**src/rtl/uart_pkg.sv**
```systemverilog
// Shared UART types and defaults: character type and receive-FIFO sizing.
package uart_pkg;
  typedef logic [7:0] char_t;

  localparam int RX_FIFO_DEPTH_DEFAULT      = 16;
  localparam int RX_FIFO_HIGH_WATER_DEFAULT = 12;
endpackage

```
**src/rtl/rx_char_fifo_mem.sv**
```systemverilog
// Character storage for rx_char_fifo: DEPTH x char_t, one synchronous write port, one asynchronous read port.
// Write lands at the clock edge; the read port follows i_raddr combinationally. No backpressure; no reset on contents.
module rx_char_fifo_mem
  import uart_pkg::*;
#(
  parameter  int DEPTH = RX_FIFO_DEPTH_DEFAULT,
  localparam int AW    = $clog2(DEPTH)
) (
  input  logic          i_clk,
  input  logic          i_we,
  input  logic [AW-1:0] i_waddr,
  input  char_t         i_wdata,
  input  logic [AW-1:0] i_raddr,
  output char_t         o_rdata
);

  char_t mem_q [DEPTH];

  always_ff @(posedge i_clk) begin
    if (i_we) begin
      mem_q[i_waddr] <= i_wdata;
    end
  end

  assign o_rdata = mem_q[i_raddr];

endmodule

```
**src/rtl/rx_char_fifo.sv**
```systemverilog
// Receive character FIFO with first-word-fall-through valid/ready output, 1-cycle push-to-visible, sticky overflow.
// Pushes into a full queue are dropped unless a pop happens that cycle; optional o_almost_full under RX_CHAR_FIFO_ALMOST_FULL_EN.
module rx_char_fifo
  import uart_pkg::*;
#(
  parameter  int DEPTH      = RX_FIFO_DEPTH_DEFAULT,
  parameter  int HIGH_WATER = RX_FIFO_HIGH_WATER_DEFAULT,
  localparam int AW         = $clog2(DEPTH),
  localparam int PW         = AW + 1
) (
  input  logic          i_clk,
  input  logic          i_rst,
  input  char_t         i_char,
  input  logic          i_finished,
  output char_t         o_data,
  output logic          o_valid,
  input  logic          i_ready,
  output logic [PW-1:0] o_count,
  output logic          o_overflow,
  input  logic          i_clr_ovf
`ifdef RX_CHAR_FIFO_ALMOST_FULL_EN
  ,
  output logic          o_almost_full
`endif
);

  logic [PW-1:0] wr_ptr_q, wr_ptr_d;
  logic [PW-1:0] rd_ptr_q, rd_ptr_d;
  logic          ovf_q, ovf_d;
  logic          empty, full, pop, push_ok;

  assign empty   = (wr_ptr_q == rd_ptr_q);
  assign full    = (wr_ptr_q[AW-1:0] == rd_ptr_q[AW-1:0]) && (wr_ptr_q[AW] != rd_ptr_q[AW]);
  assign o_valid = !empty;
  assign o_count = wr_ptr_q - rd_ptr_q;
  assign pop     = o_valid && i_ready;
  // A pop frees the head slot at the same edge, so a full queue can still take a push.
  assign push_ok = i_finished && (!full || pop);

  always_comb begin
    wr_ptr_d = wr_ptr_q;
    rd_ptr_d = rd_ptr_q;
    ovf_d    = ovf_q;
    if (push_ok) begin
      wr_ptr_d = wr_ptr_q + PW'(1);
    end
    if (pop) begin
      rd_ptr_d = rd_ptr_q + PW'(1);
    end
    if (i_finished && !push_ok) begin
      ovf_d = 1'b1;
    end else if (i_clr_ovf) begin
      ovf_d = 1'b0;
    end
  end

  always_ff @(posedge i_clk or negedge i_rst) begin
    if (!i_rst) begin
      wr_ptr_q <= '0;
      rd_ptr_q <= '0;
      ovf_q    <= 1'b0;
    end else begin
      wr_ptr_q <= wr_ptr_d;
      rd_ptr_q <= rd_ptr_d;
      ovf_q    <= ovf_d;
    end
  end

  assign o_overflow = ovf_q;

`ifdef RX_CHAR_FIFO_ALMOST_FULL_EN
  assign o_almost_full = (o_count >= PW'(HIGH_WATER));
`else
  // HIGH_WATER has no role without the almost-full output.
  localparam int unused_high_water = HIGH_WATER;
`endif

  rx_char_fifo_mem #(
    .DEPTH (DEPTH)
  ) u_mem (
    .i_clk   (i_clk),
    .i_we    (push_ok),
    .i_waddr (wr_ptr_q[AW-1:0]),
    .i_wdata (i_char),
    .i_raddr (rd_ptr_q[AW-1:0]),
    .o_rdata (o_data)
  );

endmodule

```
**config.mk**
```make
export PLATFORM = sky130hd
export DESIGN_NAME = rx_char_fifo
export DESIGN_NICKNAME = d
export VERILOG_FILES = /design/src/rtl/uart_pkg.sv /design/src/rtl/rx_char_fifo_mem.sv /design/src/rtl/rx_char_fifo.sv
export SDC_FILE = /design/constraint.sdc
export NUM_CORES = 1
export LEC_CHECK = 0
export CORE_UTILIZATION = 34
export CTS_CLUSTER_SIZE = 12
export DETAILED_ROUTE_END_ITERATION = 12
export GPL_TIMING_DRIVEN = 0
export PLACE_DENSITY = 0.58
export SLEW_MARGIN = 25
export SYNTH_ARGS = -nofsm -noshare
export SYNTH_HDL_FRONTEND = slang
export SYNTH_HIERARCHICAL = 1
export SYNTH_SLANG_ARGS = --single-unit
export TNS_END_PERCENT = 100
```
**constraint.sdc**
```tcl
create_clock -name i_clk -period 3.2 [get_ports i_clk]
set_clock_uncertainty 0.05 [all_clocks]
set_input_delay 0.64 -clock i_clk [delete_from_list [all_inputs] [get_ports i_clk]]
set_output_delay 0.64 -clock i_clk [all_outputs]
set_load 0.03 [all_outputs]
```
==> run_results.csv <==
group,metric,value,unit
placement,place.port_buffers,27,
layout,postLayoutCellArea,6769,um^2
critical_path,cp_cell_sequence,"buf_6 > buf_6 > mux4_2 > a22oi_2 > nand2_1 > dlygate4sd2_1",
critical_path,critPathBufInv,3,
placement,placedCellCount,524,
timing,timing.final.crit_share,0.9620,
critical_path,cpMaxStageDelayCell,"mux4_2",
layout,fillers,1422,
critical_path,start_kind,"flop",
critical_path,cpMostUsedCell,"buf_6",
die,io_pins,28,
timing,setup-tns-final,0,ns
timing,setup_violations,0,
timing,rsz0062_at_grt,"yes",
cts,clock_latency,0.41,ns
cts,ctsRootBufferMaster,"clkbuf_16",
die,initial_core_util,0.3512,
placement,placed_cell_area,6200,um^2
timing,tightest_slew,0.8756,ns
pwr,ir_drop,0.0007665,V
timing,slew_violations,0,
global_route,grt_max_degree,17,
cts,clock_path_buffers,2,
logic_synthesis,synth.top_cell.area_share,0.6816,
routing,drtIter0Drc,223,
routing,wirelength,11180,um
global_route,grt_overflow,0,
logic_synthesis,synth_area_leaders,"edfxtp_1, mux4_2, mux4_1",
layout,drive_gt1_frac,0.2551,
layout,syn_to_final_growth,20.04,%
layout,fin_nets,350,
critical_path,cp_top_family,"buffers and inverters",
routing,num_vias,2755,
cts,h-tree-depth,4,
cts,clkSinkCount,139,
hold_path,hold_class,"reg -> reg",
routing,viasPerCell,4.946,
cts,cts_tree,"done",
timing,fmax,324.8,MHz
logic_synthesis,postSynthAreaPerCell,20.07,um^2
critical_path,crit_start,"rd_ptr_q[0]$_DFFE_PN0P_",
critical_path,worstReg2RegStart,"rd_ptr_q[2]$_DFFE_PN0P_",
logic_synthesis,yosysUniqueCellTypes,36,
critical_path,cpPeakStageDelay,0.55,ns
timing,fin_crit,3.078,ns
timing,hold_slack,0.4452,ns
critical_path,arrival,2.39,ns
hold_path,min_from,"wr_ptr_q[4]$_DFFE_PN0P_",
logic_synthesis,syn-cell-area,5639,um^2
routing,drc_errors,0,
layout,stdcell_count,557,
global_route,grt_pass1_vias,2896,
routing,antenna_left,0,
run_status,status,"completed",
die,die_y,130.8,um
logic_synthesis,synth_cells,281,
global_route,grt_usage,0.1461,
flow_run,max_cap_viol_count,0,
placement,globalplace.congestion,0.8345,
die,coreArea,16060,um^2
timing,maxSlewHeadroom,0.4141,
logic_synthesis,ys_seq_area_frac,0.7304,
placement,hpwl,7206,um
die,rows,46,
die,die_x,130.8,um
pwr,power_density,983.9,nW/um^2
routing,wl_per_cell,20.07,um
critical_path,critPathCaptureType,"output pin",
layout,antennaDiodeCount,0,
logic_synthesis,ys_seq_elements,139,
die,die_area,17100,um^2
global_route,grt_pass1_wl,17110,um
routing,dr.pass1.iters,4,
global_route,antenna_found_initial,0,
pwr,p_leak,2.236,nW
critical_path,r2r_setup_slack,0.18,ns
cts,cts_made_buffers,17,
critical_path,crit_type,"reg -> out",
timing,hold_violations,0,
logic_synthesis,syn_nets,301,
logic_synthesis,ys_warn_count,6,
cts,postCtsHoldBufs,0,
cts,clk_pin_slew_worst_paths,0.06,ns
critical_path,crit_fanout,10,
critical_path,critPathRequiredTime,2.51,ns
logic_synthesis,synth_top_area_cell,"edfxtp_1",
==> metal layers <==
metal / wire, um / vias to the layer above / track usage / part of all wire
li1: - / 1243 / - / -
met1: 4917 / 1419 / 0.1892 / 0.44
met2: 5455 / 85 / 0.2372 / 0.49
met3: 709 / 8 / 0.04397 / 0.063
met4: 98 / 0 / 0.04462 / 0.0088
met5: 0 / - / 0 / 0
==> sequential cells by signal, summed over array words and instances (netlist names) <==
register     count
rd_ptr_q         5
o_overflow       1
wr_ptr_q         5
u_mem/mem_q    128
==> cells by family after synthesis <==
logic type,Yosys count,synth area share
flip-flops,139,0.7304
AND/OR/NAND/NOR,48,0.04371
multiplexers,33,0.1398
AO/OA/AOI/OAI,23,0.02929
buffers and inverters,19,0.02130
XOR/XNOR,12,0.01864
adder cells (fa/ha/maj),7,0.01686
==> what timing repair did <==
action	CTS	global route
buffers inserted	0	3
gates cloned	0	0
endpoints found under the setup margin	44	41
resized for setup	28	18
pin swaps	0	1
==> cell type report <==
class,instances,area [um^2],share of cell area
timing repair buffer,30,285.3,0.04214
clock buffer,21,440.4,0.06506
buffer,10,90.09,0.01331
multi-input combinational,123,1474,0.2177
inverter,9,33.78,0.004991
clock inverter,9,52.55,0.007763
tap,216,270.3,0.03993
sequential,139,4123,0.6091
==> final timing paths <==
check | to | depth (start not counted)
setup / recovery | o_data[5] | 6
hold / removal | wr_ptr_q[4]$_DFFE_PN0P_ | 1
setup reg to reg | u_mem/mem_q[0][7]$_DFFE_PP_ | 9
hold reg to reg | wr_ptr_q[4]$_DFFE_PN0P_ | 1
max in group asynchronous | wr_ptr_q[1]$_DFFE_PN0P_ | 1
min in group asynchronous | rd_ptr_q[4]$_DFFE_PN0P_ | 1
==> layout by cell type (no fill, tap or decap), drive strengths merged, types with 9 or more instances in the layout <==
master	Yosys	final
a22oi	16	16
buf	7	10
clkbuf	0	24
clkdlybuf4s50	0	16
dfrtp	11	11
edfxtp	128	128
inv	9	9
mux4	32	32
nand2	14	14
nor2	13	13
xnor2	10	10
==> through the flow <==
| stage | setup slack [ns] | utilization | power, mW |
|---|---|---|---|
| 2_1_floorplan | 0.2577 | - | 4.123 |
| 3_3_place_gp | -0.4307 | 0.3848 | 4.989 |
| 3_5_place_dp | -0.1482 | 0.3861 | 5.041 |
| 4_1_cts | -0.01219 | 0.4186 | 6.644 |
| 5_1_grt | -0.005881 | 0.4215 | 7.003 |
| 6_report | 0.1215 | 0.4215 | 6.660 |
==> synth_stat cells (all sizes together) <==
master         number
edfxtp            128
mux4               32
a22oi              16
nand2              14
nor2               13
dfrtp              11
xnor2              10
inv                 9
buf                 7
ha                  6
nor3                4
clkdlybuf4s25       3
nand4               3
a21o                2
a21oi               2
and2                2
nand2b              2
nand3               2
nand3b              2
or3b                2
xor2                2
a21boi              1
and2b               1
and3                1
and4                1
fa                  1
mux2                1
nor2b               1
o21ai               1
o22ai               1
==> power breakdown <==
| part | leakage [nW] | internal (mW) | switching [mW] |
|---|---|---|---|
| Clock | 0.230 | 0.968 | 0.672 |
| Sequential | 1.29 | 2.23 | 0.178 |
| Combinational | 0.720 | 1.10 | 1.51 |
| Total | 2.24 | 4.30 | 2.36 |
==> worst register-to-register path, stage by stage (launching register included) <==
cell and delay (ns):
dfrtp_1 0.52, inv_1 0.09, ha_1 0.33, and4_1 0.24, or3b_4 0.28, nand2_4 0.07
inv_1 0.14, or3b_2 0.59, nor3_4 0.25, buf_12 0.16
No activity file was read; power rests on OpenSTA's default activity.
